--- src/rtl/dm_pkg.sv ---
// Shared types and constants for the dual-requester data-memory controller.
package dm_pkg;

  localparam int DM_AW    = 6;
  localparam int DM_LANES = 4;

  localparam logic [1:0] W_BYTE = 2'b00;
  localparam logic [1:0] W_HALF = 2'b01;
  localparam logic [1:0] W_WORD = 2'b10;
  localparam logic [1:0] W_ILL  = 2'b11;

  typedef enum logic [1:0] {S_IDLE, S_ACCESS, S_WAIT, S_RESP} dm_state_t;

  function automatic logic [DM_LANES-1:0] lane_mask(input logic [1:0] w);
    case (w)
      W_BYTE:  return 4'b0001;
      W_HALF:  return 4'b0011;
      W_WORD:  return 4'b1111;
      default: return 4'b0000;
    endcase
  endfunction

  // Zero/sign fill of a little-endian load from the lane read bytes.
  function automatic logic [31:0] ld_fmt(input logic [DM_LANES-1:0][7:0] d,
                                         input logic [1:0] w, input logic sx);
    case (w)
      W_BYTE:  return {{24{sx & d[0][7]}}, d[0]};
      W_HALF:  return {{16{sx & d[1][7]}}, d[1], d[0]};
      W_WORD:  return d;
      default: return '0;
    endcase
  endfunction

endpackage

--- src/rtl/dm_rr_arb.sv ---
// Two-way round-robin arbiter; grant[0] = A, grant[1] = B.
module dm_rr_arb (
  input  logic       clk,
  input  logic       rst,
  input  logic [1:0] req,
  input  logic       advance,
  output logic [1:0] grant
);

  logic r_last_b;

  always_comb begin
    grant = req;
    if (req == 2'b11) grant = r_last_b ? 2'b01 : 2'b10;
  end

  // Reset favours A on the first contention.
  always_ff @(posedge clk or posedge rst) begin
    if (rst)                      r_last_b <= 1'b1;
    else if (advance && |grant)   r_last_b <= grant[1];
  end

endmodule

--- src/rtl/dm_ctrl.sv ---
// Data-memory controller: arbitrates A/B, splits accesses over four byte banks.
module dm_ctrl
  import dm_pkg::*;
(
  input  logic        clk,
  input  logic        rst,
  input  logic        a_req,
  input  logic        a_we,
  input  logic [1:0]  a_width,
  input  logic        a_sext,
  input  logic [31:0] a_addr,
  input  logic [31:0] a_wdata,
  output logic        a_gnt,
  output logic        a_done,
  output logic [31:0] a_rdata,
  output logic        a_err,
  input  logic        b_req,
  input  logic        b_we,
  input  logic [1:0]  b_width,
  input  logic        b_sext,
  input  logic [31:0] b_addr,
  input  logic [31:0] b_wdata,
  output logic        b_gnt,
  output logic        b_done,
  output logic [31:0] b_rdata,
  output logic        b_err,
  output logic [3:0]  ram_we,
  output logic [5:0]  ram_addr0,
  output logic [5:0]  ram_addr1,
  output logic [5:0]  ram_addr2,
  output logic [5:0]  ram_addr3,
  output logic [7:0]  ram_wdata0,
  output logic [7:0]  ram_wdata1,
  output logic [7:0]  ram_wdata2,
  output logic [7:0]  ram_wdata3,
  input  logic [7:0]  ram_rdata0,
  input  logic [7:0]  ram_rdata1,
  input  logic [7:0]  ram_rdata2,
  input  logic [7:0]  ram_rdata3
);

  dm_state_t r_state;
  logic      r_own_b, r_we, r_sext, r_err;
  logic [1:0]  r_width;
  logic [31:0] r_load;
  logic        r_a_gnt, r_a_done, r_a_err, r_b_gnt, r_b_done, r_b_err;
  logic [31:0] r_a_rdata, r_b_rdata;
  logic [DM_LANES-1:0]            r_ram_we;
  logic [DM_LANES-1:0][DM_AW-1:0] r_ram_addr;
  logic [DM_LANES-1:0][7:0]       r_ram_wdata;

  logic [1:0]  w_req, w_grant;
  logic        w_adv, w_sel_b, w_we, w_sext, w_bad;
  logic [1:0]  w_width;
  logic [31:0] w_addr, w_wdata;
  logic [DM_LANES-1:0]      w_mask;
  logic [DM_LANES-1:0][7:0] w_rd;

  // The requester just completing still holds req during its done cycle.
  assign w_req   = {b_req & ~r_b_done, a_req & ~r_a_done};
  assign w_adv   = (r_state == S_IDLE) && (|w_req);
  assign w_sel_b = w_grant[1];
  assign w_we    = w_sel_b ? b_we    : a_we;
  assign w_width = w_sel_b ? b_width : a_width;
  assign w_sext  = w_sel_b ? b_sext  : a_sext;
  assign w_addr  = w_sel_b ? b_addr  : a_addr;
  assign w_wdata = w_sel_b ? b_wdata : a_wdata;
  assign w_bad   = (w_width == W_ILL) || (|w_addr[31:DM_AW]);
  assign w_mask  = lane_mask(w_width);
  assign w_rd    = {ram_rdata3, ram_rdata2, ram_rdata1, ram_rdata0};

  dm_rr_arb u_arb (
    .clk     (clk),
    .rst     (rst),
    .req     (w_req),
    .advance (w_adv),
    .grant   (w_grant)
  );

  always_ff @(posedge clk or posedge rst) begin
    if (rst) begin
      r_state <= S_IDLE;
      r_own_b <= 1'b0;  r_we <= 1'b0;  r_sext <= 1'b0;  r_err <= 1'b0;
      r_width <= '0;    r_load <= '0;
      r_a_gnt <= 1'b0;  r_a_done <= 1'b0;  r_a_err <= 1'b0;  r_a_rdata <= '0;
      r_b_gnt <= 1'b0;  r_b_done <= 1'b0;  r_b_err <= 1'b0;  r_b_rdata <= '0;
      r_ram_we <= '0;   r_ram_addr <= '0;  r_ram_wdata <= '0;
    end else begin
      r_a_gnt <= 1'b0;  r_a_done <= 1'b0;  r_a_err <= 1'b0;  r_a_rdata <= '0;
      r_b_gnt <= 1'b0;  r_b_done <= 1'b0;  r_b_err <= 1'b0;  r_b_rdata <= '0;
      r_ram_we <= '0;   r_ram_addr <= '0;  r_ram_wdata <= '0;
      case (r_state)
        S_IDLE: if (w_adv) begin
          r_own_b <= w_sel_b;
          r_we    <= w_we;
          r_width <= w_width;
          r_sext  <= w_sext;
          r_err   <= w_bad;
          r_load  <= '0;
          r_a_gnt <= ~w_sel_b;
          r_b_gnt <= w_sel_b;
          // RAM lanes are driven from the grant edge so they are live in ACCESS.
          if (!w_bad) begin
            for (int i = 0; i < DM_LANES; i++) begin
              if (w_mask[i]) begin
                r_ram_addr[i] <= w_addr[DM_AW-1:0] + DM_AW'(i);
                if (w_we) begin
                  r_ram_we[i]    <= 1'b1;
                  r_ram_wdata[i] <= w_wdata[8*i +: 8];
                end
              end
            end
          end
          r_state <= S_ACCESS;
        end
        S_ACCESS: r_state <= (r_we || r_err) ? S_RESP : S_WAIT;
        S_WAIT: begin
          r_load  <= ld_fmt(w_rd, r_width, r_sext);
          r_state <= S_RESP;
        end
        S_RESP: begin
          if (r_own_b) begin
            r_b_done <= 1'b1;  r_b_err <= r_err;  r_b_rdata <= r_load;
          end else begin
            r_a_done <= 1'b1;  r_a_err <= r_err;  r_a_rdata <= r_load;
          end
          r_state <= S_IDLE;
        end
        default: r_state <= S_IDLE;
      endcase
    end
  end

  assign a_gnt   = r_a_gnt;
  assign a_done  = r_a_done;
  assign a_err   = r_a_err;
  assign a_rdata = r_a_rdata;
  assign b_gnt   = r_b_gnt;
  assign b_done  = r_b_done;
  assign b_err   = r_b_err;
  assign b_rdata = r_b_rdata;
  assign ram_we  = r_ram_we;
  assign ram_addr0  = r_ram_addr[0];
  assign ram_addr1  = r_ram_addr[1];
  assign ram_addr2  = r_ram_addr[2];
  assign ram_addr3  = r_ram_addr[3];
  assign ram_wdata0 = r_ram_wdata[0];
  assign ram_wdata1 = r_ram_wdata[1];
  assign ram_wdata2 = r_ram_wdata[2];
  assign ram_wdata3 = r_ram_wdata[3];

endmodule

--- config.mk ---
export PLATFORM = sky130hd
export DESIGN_NAME = dm_ctrl
export DESIGN_NICKNAME = d
export VERILOG_FILES = /design/src/rtl/dm_pkg.sv /design/src/rtl/dm_rr_arb.sv /design/src/rtl/dm_ctrl.sv
export SDC_FILE = /design/constraint.sdc
export NUM_CORES = 1
export LEC_CHECK = 0
export CAP_MARGIN = 20
export CORE_MARGIN = 5
export CORE_UTILIZATION = 46
export CTS_BUF_LIST = sky130_fd_sc_hd__clkbuf_8
export DETAILED_ROUTE_END_ITERATION = 7
export PLACE_DENSITY = 0.84
export SLEW_MARGIN = 5
export SYNTH_ARGS = -nofsm -noshare
export SYNTH_HDL_FRONTEND = slang
export SYNTH_SLANG_ARGS = --single-unit
--- constraint.sdc ---
create_clock -name clk -period 16.7 [get_ports clk]
set_clock_uncertainty 0.1 [all_clocks]
set_input_delay 3.34 -clock clk [delete_from_list [all_inputs] [get_ports clk]]
set_output_delay 3.34 -clock clk [all_outputs]
set_load 0.005 [all_outputs]
Word-level counts from Yosys, hierarchy flattened
Cells that the tools add are included.

Add/sub/neg operators: 3. Eq/ne operators: 10. Multiplexer cells: 56. Bitwise operators: 7. Reductions and logical operators: 13.

Operators by type and width (count): $mux 32 (10); $pmux 32 s3 (1); $mux 24 (3); $mux 8 (8); $pmux 32 s2 (1); $reduce_or 26->1 (1); $mux 6 (4); $mux 1 (20); $add 6x2->6 const B (2); $eq 2x2->1 const B (6); $mux 4 (3); $pmux 4 s3 (1); $mux 2 (4); $pmux 2 s4 (1); $add 6x1->6 const B (1); $eq 2x1->1 const B (3); $logic_not 2->1 (3); $and 1x1->1 (4); $reduce_and 2->1 (2); $reduce_or 2->1 (2); $not 1->1 (3); $logic_and 1x1->1 (2); $logic_or 1x1->1 (2); $ne 2x1->1 const B (1); $reduce_bool 2->1 (1).

Register bits: 171.

Logic depth before layout (Yosys ltp)
Gate-level depths: netlist of the first run.

Word-level depth: 11. Gate-level depth with buffers: 12. Gate-level depth less buffers: 9.

Modules after synthesis
A second synthesis of the first run with hierarchy kept.

Cell total of the unflattened synthesis: 559. Area total of the unflattened synthesis: 6952.9 um2.

By module, submodules not included: dm_ctrl (instances 1, cells each 552, area each 6892.9 um2, sequential area each 4229.1 um2); dm_rr_arb (instances 1, cells each 7, area each 60.1 um2, sequential area each 26.3 um2).

Worst setup path before layout of the first run
Ideal clock, no wire load.

Path kind: input port to flip-flop. Start: in b_req. End: reg r_ram_addr, in the netlist ram_addr3[1]. Data arrival time: 5069 ps. Required time: 16514 ps. Setup slack: 11445 ps. Cell stages on the path: 11. Buffers on the path: 3. Cells stage by stage: nand2b_4 > nand2b_1 > buf_6 > buf_4 > mux2i_1 > inv_1 > ha_1 > nor2_1 > nand3b_1 > buf_2 > nor3_1.

Longest elaborated chain between the ends: 10. Elaborated cells between the ends (all ways): 19. Classes of those cells: 1 x add/sub; 4 x eq/ne; 8 x mux; 1 x bitwise; 5 x reduce/logical.

RTL lines: start, declared (RTL line dm_ctrl.sv:17) `input logic b_req,`; $and 1x1->1 * (RTL line dm_ctrl.sv:60) `assign w_req = {b_req & ~r_b_done, a_req & ~r_a_done};`; $eq 2x2->1 (RTL line dm_rr_arb.sv:14) `if (req == 2'b11) grant = r_last_b ? 2'b01 : 2'b10;`; $mux 2 * (RTL line dm_rr_arb.sv:14); $mux 2 * (RTL line dm_ctrl.sv:64) `assign w_width = w_sel_b ? b_width : a_width;`; net w_width[0] (RTL line dm_ctrl.sv:54) `logic [1:0] w_width;`; $eq 2x2->1, or another cell as far along (RTL line dm_pkg.sv:15) `case (w)`; $pmux 4 s3 (RTL line dm_pkg.sv:15); $mux 6 (RTL line dm_ctrl.sv:105) `if (w_mask[i]) begin`; $mux 24 * (RTL line dm_ctrl.sv:103) `if (!w_bad) begin`; $mux 24 * (RTL line dm_ctrl.sv:93) `S_IDLE: if (w_adv) begin`; $mux 24 * (RTL line dm_ctrl.sv:92) `case (r_state)`; end signal, assigned by index (RTL line dm_ctrl.sv:106) `r_ram_addr[i] <= w_addr[DM_AW-1:0] + DM_AW'(i);`; end, declared (RTL line dm_ctrl.sv:49) `logic [DM_LANES-1:0][DM_AW-1:0] r_ram_addr;`.

Mark *: on every way through the listed nets, which the timed path passes. The rest lies on a longest branch. A chain may end at the register's enable or synchronous reset.

Worst setup path after layout of the first run
Start: in b_req. End: reg r_ram_wdata, in the netlist ram_wdata1[7].

Longest elaborated chain between the ends: 10. Elaborated cells between the ends (all ways): 21. Classes of those cells: 4 x eq/ne; 11 x mux; 1 x bitwise; 5 x reduce/logical.

RTL lines: $and 1x1->1 * (RTL line dm_ctrl.sv:60); $eq 2x2->1 (RTL line dm_rr_arb.sv:14); $mux 2 * (RTL line dm_rr_arb.sv:14); $mux 2 * (RTL line dm_ctrl.sv:64); net w_width[0] (RTL line dm_ctrl.sv:54); $eq 2x2->1, or another cell as far along (RTL line dm_pkg.sv:15); $pmux 4 s3 (RTL line dm_pkg.sv:15); $mux 8 (RTL line dm_ctrl.sv:105); $mux 32 * (RTL line dm_ctrl.sv:103); $mux 32 * (RTL line dm_ctrl.sv:93); $mux 32 * (RTL line dm_ctrl.sv:92); end signal, assigned by index (RTL line dm_ctrl.sv:109) `r_ram_wdata[i] <= w_wdata[8*i +: 8];`; end, declared (RTL line dm_ctrl.sv:50) `logic [DM_LANES-1:0][7:0] r_ram_wdata;`.

Marked as above.

==> flow_summary.toml, run 1 <==
[route]
wl_um = 20000
via_count = 5478
wire_per_inst_um = 18.6
ant_nets = 0
via_per_inst = 5.09
drt_iter0_drc = 311
drt_drc_violations_left = 0
drtPass1Iterations = 4

[grt]
antenna_found_initial = 1
first_global_vias = 5653
grt_max_degree = 89
grt_pass1_wl_um = 30000
overflow = 0
grt_use_total_pct = 23.2

[critical_path]
cp_slowest_stage_delay_ns = 0.80
cp.depth = 9
r2r_start = "a_done"
reg2reg_depth = 8
crit_path_end_kind = "flop"
critical-path-slowest-cell = "nand2b_2"
crit_family = "simple AND/OR/NAND/NOR gates"
reg2reg_to = "ram_wdata1[7]"
critPathLaunchType = "input pin"
critical_path.cell_chain = "clkdlybuf4s50_1, nand2b_4, nand2b_2, mux2i_1, inv_1, ha_1, nor2_1, nand2b_1, nor3_1"
crit_buf_inv = 2
worstPathArrival_ns = 6.55
rrSetupSlack_ns = 13.29
worstPathMaxFanout = 43
criticalPathCategory = "input pin to flop"
critPathRequiredTime_ns = 16.96

[power]
switchingPower_w = 0.000380
peakVddDrop_mv = 0.0736
leakagePower_nw = 4.79
clkPwrFrac_pct = 26.2
seqPwrFrac_pct = 43.8
p_sw_share_pct = 32.9
internal_power_w = 0.000775
power_density_mw_per_mm2 = 112
combPwrFrac_pct = 30.0

[cts]
cts-hold-fix-buffers = 0
numCtsBuffers = 17
cts_resized = 0
cts-root-buf = "clkbuf_8"
cts_sinks = 170
clk_latency_ns = 0.45
post-cts-setup-buffers = 0
cts_tree = "done"
cts.path.max_buffers = 2
clk_pin_slew_worst_paths_ns = 0.09
htreeDepth = 4

[yosys]
ys_seq_area_share_pct = 63.2
synth-compound-area-share_pct = 8.78
syn_avg_cell_area_um2 = 11.4
yosysTopAreaCell = "dfrtp_1"
synth.distinct_cells = 44
synth_top_family_by_area = "simple AND/OR/NAND/NOR gates"
async_flop_share_pct = 100
ys.flop_type = "dfrtp_1"
synth_xor_area_share_pct = 1.17
synth_edf_count = 0
ys_warn_count = 0
synth_mux_area_share_pct = 3.40
synth_fa_ha_area_share_pct = 1.67
synth_common_cells = "169 x dfrtp_1, 88 x nand2_1, 36 x and2_1"
netlist.area_leader.share_pct = 62.8
synth_area_leaders = "dfrtp_1 63%, nand2_1 4.9%, and2_1 3.3%"
synth_nets = 773
synthesis.instances = 592
synthSimpleGateAreaFrac_pct = 18.3
synth-seq-cells = 170
synth.most_common_cell = "dfrtp_1"
synth_area_mm2 = 0.00673

[floorplan]
start_util_pct = 46.7
core_mm2 = 0.0144
io-pin-count = 302
num_rows = 44
dieArea_mm2 = 0.0171
die_y_um = 131
chipWidth_um = 131

[sta]
holdWs_ns = 0.399
drv_slew = 0
finalSetupViolCount = 0
clock.fmax_mhz = 159
slew_headroom_pct = 30.2
rsz0062_at_grt = "no"
max_slew.worst_pin.slew_ns = 1.05
tns_ns = 0
period_share_pct = 37.7
hold_viol = 0
final.min_clock_period_ns = 6.29
setup_slack_ns = 10.41

[cells_and_area]
final_nets = 1060
area_growth_pct = 53.0
fin_cells = 1077
drive_above_1_share_pct = 7.29

[worst_hold_path]
holdPathStages = 2
hold_path_end = "r_load[19]"
hold_path_startpoint = "r_load[19]"
hp-class = "flop to flop"

[placed_design]
port_buffers = 301
numPlacedInstances = 1042
dp_slack_ns = 9.83
hpwl_um = 15300
gp_congestion = 0.882

[run]
maxCapViolations = 0

[status]
status = "complete, no violations"
[per-layer routing]
metal	share of wire, %	vias up	track usage (%)
met5	0	-	0
met4	4.1	0	11.6
met3	6.9	48	5.69
met2	53	234	40.3
met1	36	2630	26.8
li1	-	2566	-
[layout by cell type (no fill, tap or decap), drive strengths merged, types with 3 or more instances in the layout]
master,n
clkdlybuf4s50,301
dfrtp,169
nand2,88
a21oi,42
and2,36
and3,34
o21ai,29
nor2,24
nor3,19
clkbuf,18
mux2i,17
a22o,16
nor4,14
inv,14
ha,9
nand3,7
xor2,6
nand2b,6
clkinv,6
buf,5
nor3b,4
xnor2,3
clkinvlp,3
bufinv,3
nand3b,3
nor2b,3
[sequential cells by signal, indices dropped and copies added, names as in the netlist, 8 cells and up]
register / cells
ram_wdata2: 8
a_rdata: 32
ram_wdata0: 8
b_rdata: 32
r_load: 32
ram_wdata3: 8
ram_wdata1: 8
[power by group through the flow]
stage	Clock [W]	Combinational, W	Sequential [W]
after floorplan	0	0.000217	0.000494
after global placement	0	0.000336	0.000512
after detailed placement	0	0.000347	0.000515
after CTS	0.000307	0.000350	0.000506
after global routing	0.000324	0.000386	0.000514
final	0.000302	0.000347	0.000506
[layout make-up]
type                       count  area [um^2]
antenna                        1         2.50
clock buffer                  18          248
clock inverter                14          171
fill                        1037         4130
inverter                      12         50.0
multi-input combinational    372         2260
sequential                   170         4260
tap                          184          230
timing repair buffer         306         3080
[worst max-delay path by stage]
stage | start | end | slack [ns]
6_report | b_req | ram_wdata1[7] | 10.41
4_1_cts | b_req | ram_wdata1[7] | 10.31
3_3_place_gp | b_req | ram_wdata1[3] | 10.00
2_1_floorplan | rst | a_done | 8.66
3_5_place_dp | b_req | ram_wdata1[7] | 9.83
5_1_grt | b_req | ram_wdata1[5] | 10.05
[metrics by stage]
stage          total power [W]  area, um^2  util (%)
6_report               0.00115       10300      71.4
5_1_grt                0.00122       10300      71.4
4_1_cts                0.00116       10300      71.1
3_5_place_dp          0.000862        9840      68.2
3_3_place_gp          0.000847        9820      68.1
2_1_floorplan         0.000711        6730         -
[tightest hold or removal path, stage by stage, from the launching register on]
cell and delay (ns):
dfrtp_1 0.36, nand2_1 0.05, o21ai_0 0.06
[logic make-up (layout without fill, tap and decap cells)]
group                    Yosys count  after routing
adder cells (fa/ha/maj)            9              9
flip-flops                       170            170
multiplexers                      19             19
AND/OR/NAND/NOR                  240            240
AO/OA/AOI/OAI                     95             95
buffers and inverters             50            350
XOR/XNOR                           9              9
other                              0              1
No activity file was read; power rests on OpenSTA's default activity.
==> run 2, diff against run 1 <==
- CORE_UTILIZATION: 46 -> 43
- PLACE_DENSITY: 0.84 -> 0.79
- clock period: 16.7 -> 6 ns (I/O delays scaled with it)
==> run 2 against run 1 <==
Net effect:
- total power increased to 2.8 times the previous value
- wire length decreased by 4.0%
- highest routed layer unchanged
- critical path depth increased by 1
- worst setup slack got worse by 8.2 ns
- via count decreased by 1.5%
- die area increased by 6.4%
- global-route usage decreased by 2.4 points
- clock-buffer cell count unchanged
- final cell count increased by 2.5%
- core utilization decreased by 3.9 points
==> flow_summary.toml, run 2 (synthesized netlist as in run 1, its figures left out) <==
[cts]
clk_pin_slew_worst_paths_ns = 0.08
clk_latency_ns = 0.44
cts-hold-fix-buffers = 0
htreeDepth = 4
cts_resized = 0
cts_sinks = 170
post-cts-setup-buffers = 0
cts.path.max_buffers = 2
numCtsBuffers = 17
cts_tree = "done"
cts-root-buf = "clkbuf_8"

[power]
internal_power_w = 0.00212
power_density_mw_per_mm2 = 310
combPwrFrac_pct = 30.1
p_sw_share_pct = 33.6
peakVddDrop_mv = 0.193
clkPwrFrac_pct = 25.7
switchingPower_w = 0.00107
fin_total_pwr_w = 0.00319
leakagePower_nw = 4.78
seqPwrFrac_pct = 44.2

[sta]
hold_viol = 0
period_share_pct = 62.9
finalSetupViolCount = 0
final.min_clock_period_ns = 3.78
slew_headroom_pct = 26.4
holdWs_ns = 0.403
tns_ns = 0
rsz0062_at_grt = "no"
max_slew.worst_pin.slew_ns = 1.10
drv_slew = 0
clock.fmax_mhz = 265

[cells_and_area]
fin_cells = 1104
layout_commonest_cell = "clkdlybuf4s50_1"
mostFrequentLayoutCells = "301 x clkdlybuf4s50_1, 169 x dfrtp_1, 88 x nand2_1"
final_nets = 1061
drive_above_1_share_pct = 7.28
area_growth_pct = 53.0
diodes = 0
utilization_pct = 67.5
fill_cells = 1164

[grt]
grt_max_degree = 75
grt_use_total_pct = 20.8
grt_pass1_wl_um = 29000
first_global_vias = 5478
overflow = 0
antenna_found_initial = 0

[critical_path]
worstPathMaxFanout = 37
reg2reg_depth = 6
critPathRequiredTime_ns = 6.24
criticalPathCategory = "input pin to flop"
critPathLaunchType = "input pin"
crit_path_end_kind = "flop"
r2r_start = "a_done"
worstPathArrival_ns = 4.02
crit_start = "b_req"

[floorplan]
start_util_pct = 44.1
core_mm2 = 0.0153
num_rows = 45
dieArea_mm2 = 0.0183
die_y_um = 135
io-pin-count = 302
chipWidth_um = 135

[worst_hold_path]
holdPathStages = 2
hold_path_startpoint = "r_we"
hp-class = "flop to flop"

[placed_design]
port_buffers = 301
hpwl_um = 14400
numPlacedInstances = 1071
gp_congestion = 0.833

[route]
via_count = 5394
drt_iter0_drc = 248
wl_um = 19200
drt_drc_violations_left = 0
drtPass1Iterations = 4
ant_nets = 0
via_per_inst = 4.89
wire_per_inst_um = 17.4

[run]
maxCapViolations = 0

[status]
status = "complete, no violations"
## run 2: area by class of cell
cell class	instances	area (um^2)	area share (%)
clock buffers	18	248	2.41
clock inverters	14	159	1.54
inverters	12	50.0	0.486
multi-input cells	372	2260	22.0
flip-flops and latches	170	4260	41.3
well taps	211	264	2.56
repair buffers	307	3060	29.7
## run 2: routing by layer
metal	global-route usage [%]	up-vias	part of all wire, %
met5	0	-	0
met3	5.48	28	7.4
met4	7.39	0	2.2
met2	36.7	246	52
met1	24.5	2550	38
li1	-	2570	-
## run 2: final timing paths
check / end / slack (ns)
worst max-delay path: ram_wdata1[5] / 2.22
worst min-delay path: r_we / 0.40
worst max register to register: ram_addr1[4] / 2.99
max in group asynchronous: a_rdata[19] / 3.58
worst min register to register: r_we / 0.40
min in group asynchronous: ram_wdata3[2] / 1.13
## run 2: power groups by stage
stage | Sequential, W | Clock [W] | Combinational [W]
3_5_place_dp | 0.00143 | 0 | 0.000965
4_1_cts | 0.00141 | 0.000836 | 0.000969
2_1_floorplan | 0.00138 | 0 | 0.000603
6_report | 0.00141 | 0.000819 | 0.000960
3_3_place_gp | 0.00143 | 0 | 0.000949
5_1_grt | 0.00143 | 0.000889 | 0.00106
## run 2: worst max-delay path, cell delays in order
cell and delay, ns:
clkdlybuf4s50_1 0.51, nand2b_4 0.10, nand2b_2 0.31, buf_4 0.33, nand2_1 0.13, nand2_1 0.09
ha_1 0.18, nor2_1 0.29, nand2b_1 0.53, nor3_1 0.34
## run 2: through the flow
stage,worst slack (ns),instance area (um^2)
after global placement,1.84,9880
after floorplan,0.0982,6730
after CTS,2.22,10300
after global routing,2.05,10300
final,2.22,10300
after detailed placement,1.73,9880
==> run 3, diff against run 2 <==
- clock period: 6 -> 3.6 ns (I/O delays scaled with it)
==> run 3 against run 2 <==
Net effect:
- die area did not move
- register-to-register slack got worse by 2.1 ns
- global-route usage rose by 0.55 points
- flip-flop and latch count did not move
- final cell count rose by 0.63%
- wire length rose by 2.2%
- sequential share of layout area fell by 0.20 points
- critical path type unchanged
- critical endpoint is now ram_wdata1[1]
==> flow_summary.toml, run 3 (synthesized netlist as in run 1, its figures left out) <==
[status]
status = "complete, no violations"

[power]
leakagePower_nw = 4.79
peakVddDrop_mv = 0.299
power_density_mw_per_mm2 = 505
fin_total_pwr_w = 0.00523

[sta]
tns_ns = 0
finalSetupViolCount = 0
max_slew.worst_pin.slew_ns = 0.933
rsz0062_at_grt = "no"
final.min_clock_period_ns = 3.04
clock.fmax_mhz = 329
slew_headroom_pct = 37.8
hold_viol = 0
period_share_pct = 84.6
drv_slew = 0

[floorplan]
core_mm2 = 0.0153
io-pin-count = 302
chipWidth_um = 135
num_rows = 45
die_y_um = 135
start_util_pct = 44.1
dieArea_mm2 = 0.0183

[grt]
grt_max_degree = 57
grt_pass1_wl_um = 29900
first_global_vias = 5766
overflow = 0
antenna_found_initial = 0
grt_use_total_pct = 21.4

[cts]
post-cts-setup-buffers = 0
cts.path.max_buffers = 2
cts-root-buf = "clkbuf_8"
numCtsBuffers = 17
cts-hold-fix-buffers = 0
clk_pin_slew_worst_paths_ns = 0.09
cts_resized = 0
htreeDepth = 4
cts_sinks = 170
cts_tree = "done"
clk_latency_ns = 0.44

[cells_and_area]
drive_above_1_share_pct = 8.11
multi_input_area_mm2 = 0.00226
area_growth_pct = 53.7
layout_commonest_cell = "clkdlybuf4s50_1"
diodes = 0
mostFrequentLayoutCells = "301 x clkdlybuf4s50_1, 169 x dfrtp_1, 88 x nand2_1"
final_nets = 1068
fill_cells = 1156
register_area_mm2 = 0.00426

[route]
drtPass1Iterations = 6
drt_drc_violations_left = 0
drt_iter0_drc = 211
via_count = 5474
ant_nets = 0
wire_per_inst_um = 17.7
via_per_inst = 4.93
wl_um = 19700

[critical_path]
critPathRequiredTime_ns = 3.85
worstPathArrival_ns = 3.29
critPathLaunchType = "input pin"
crit_path_end_kind = "flop"
criticalPathCategory = "input pin to flop"
worstPathMaxFanout = 18

[placed_design]
port_buffers = 301
hpwl_um = 15100
gp_congestion = 0.844

[run]
maxCapViolations = 0

[worst_hold_path]
hp-class = "flop to flop"
==> run 3: cell types whose count changed in the layout (fill, tap and decap cells not counted), sizes merged <==
cell	previous run	this run
clkinvlp	2	6
buf	6	13
bufinv	2	0
clkinv	2	4
inv	20	16
==> run 3: where the power goes <==
part	total, W	switching (W)	internal, W
Combinational	0.00170	0.000930	0.000772
Sequential	0.00230	0.000158	0.00214
Clock	0.00122	0.000715	0.000507
==> run 3: layout make-up <==
cell class              instances  area share, %
multi-input cells             372           21.9
clock inverters                14           1.08
clock buffers                  18           2.40
repair buffers                314           30.5
inverters                      12          0.472
flip-flops and latches        170           41.1
well taps                     211           2.55
==> run 3: metrics by stage <==
stage	utilization [%]	std cells	instance area, um^2	hold WS [ns]	worst slack [ns]
3_5_place_dp	65.4	1079	9980	0.378	0.0890
2_1_floorplan	-	592	6730	0.351	0.612
6_report	67.8	1111	10300	0.394	0.556
5_1_grt	67.8	1111	10300	0.425	0.418
4_1_cts	67.8	1111	10300	0.404	0.567
3_3_place_gp	65.3	1078	9970	0.370	0.204
==> run 3: worst paths after layout <==
check / slack (ns) / to / start / cells past startpoint
setup / recovery: 0.56 / ram_wdata1[1] / b_req / 10
hold / removal: 0.39 / a_rdata[31] / r_load[31] / 1
setup reg to reg: 0.88 / ram_wdata1[1] / a_done / 8
hold reg to reg: 0.39 / a_rdata[31] / r_load[31] / 1
max in group asynchronous: 2.02 / u_arb.r_last_b / rst / 3
min in group asynchronous: 0.64 / ram_wdata3[2] / rst / 2
==> run 3: layer usage <==
metal / routed length [um] / vias to the layer above / global-route usage (%)
met2: 10500 / 254 / 39.4
met3: 1500 / 35 / 5.59
met5: 0 / - / 0
met4: 542 / 0 / 7.61
met1: 7100 / 2591 / 23.7
li1: - / 2594 / -
==> run 3: worst max-delay path: stages <==
cell and delay [ns]:
clkdlybuf4s50_1 0.51, nand2b_4 0.10, nand2b_2 0.21, buf_4 0.20, nand2_1 0.08, nand2_1 0.09, ha_1 0.19, nor2_1 0.28
nand2b_1 0.53, nor3_1 0.37
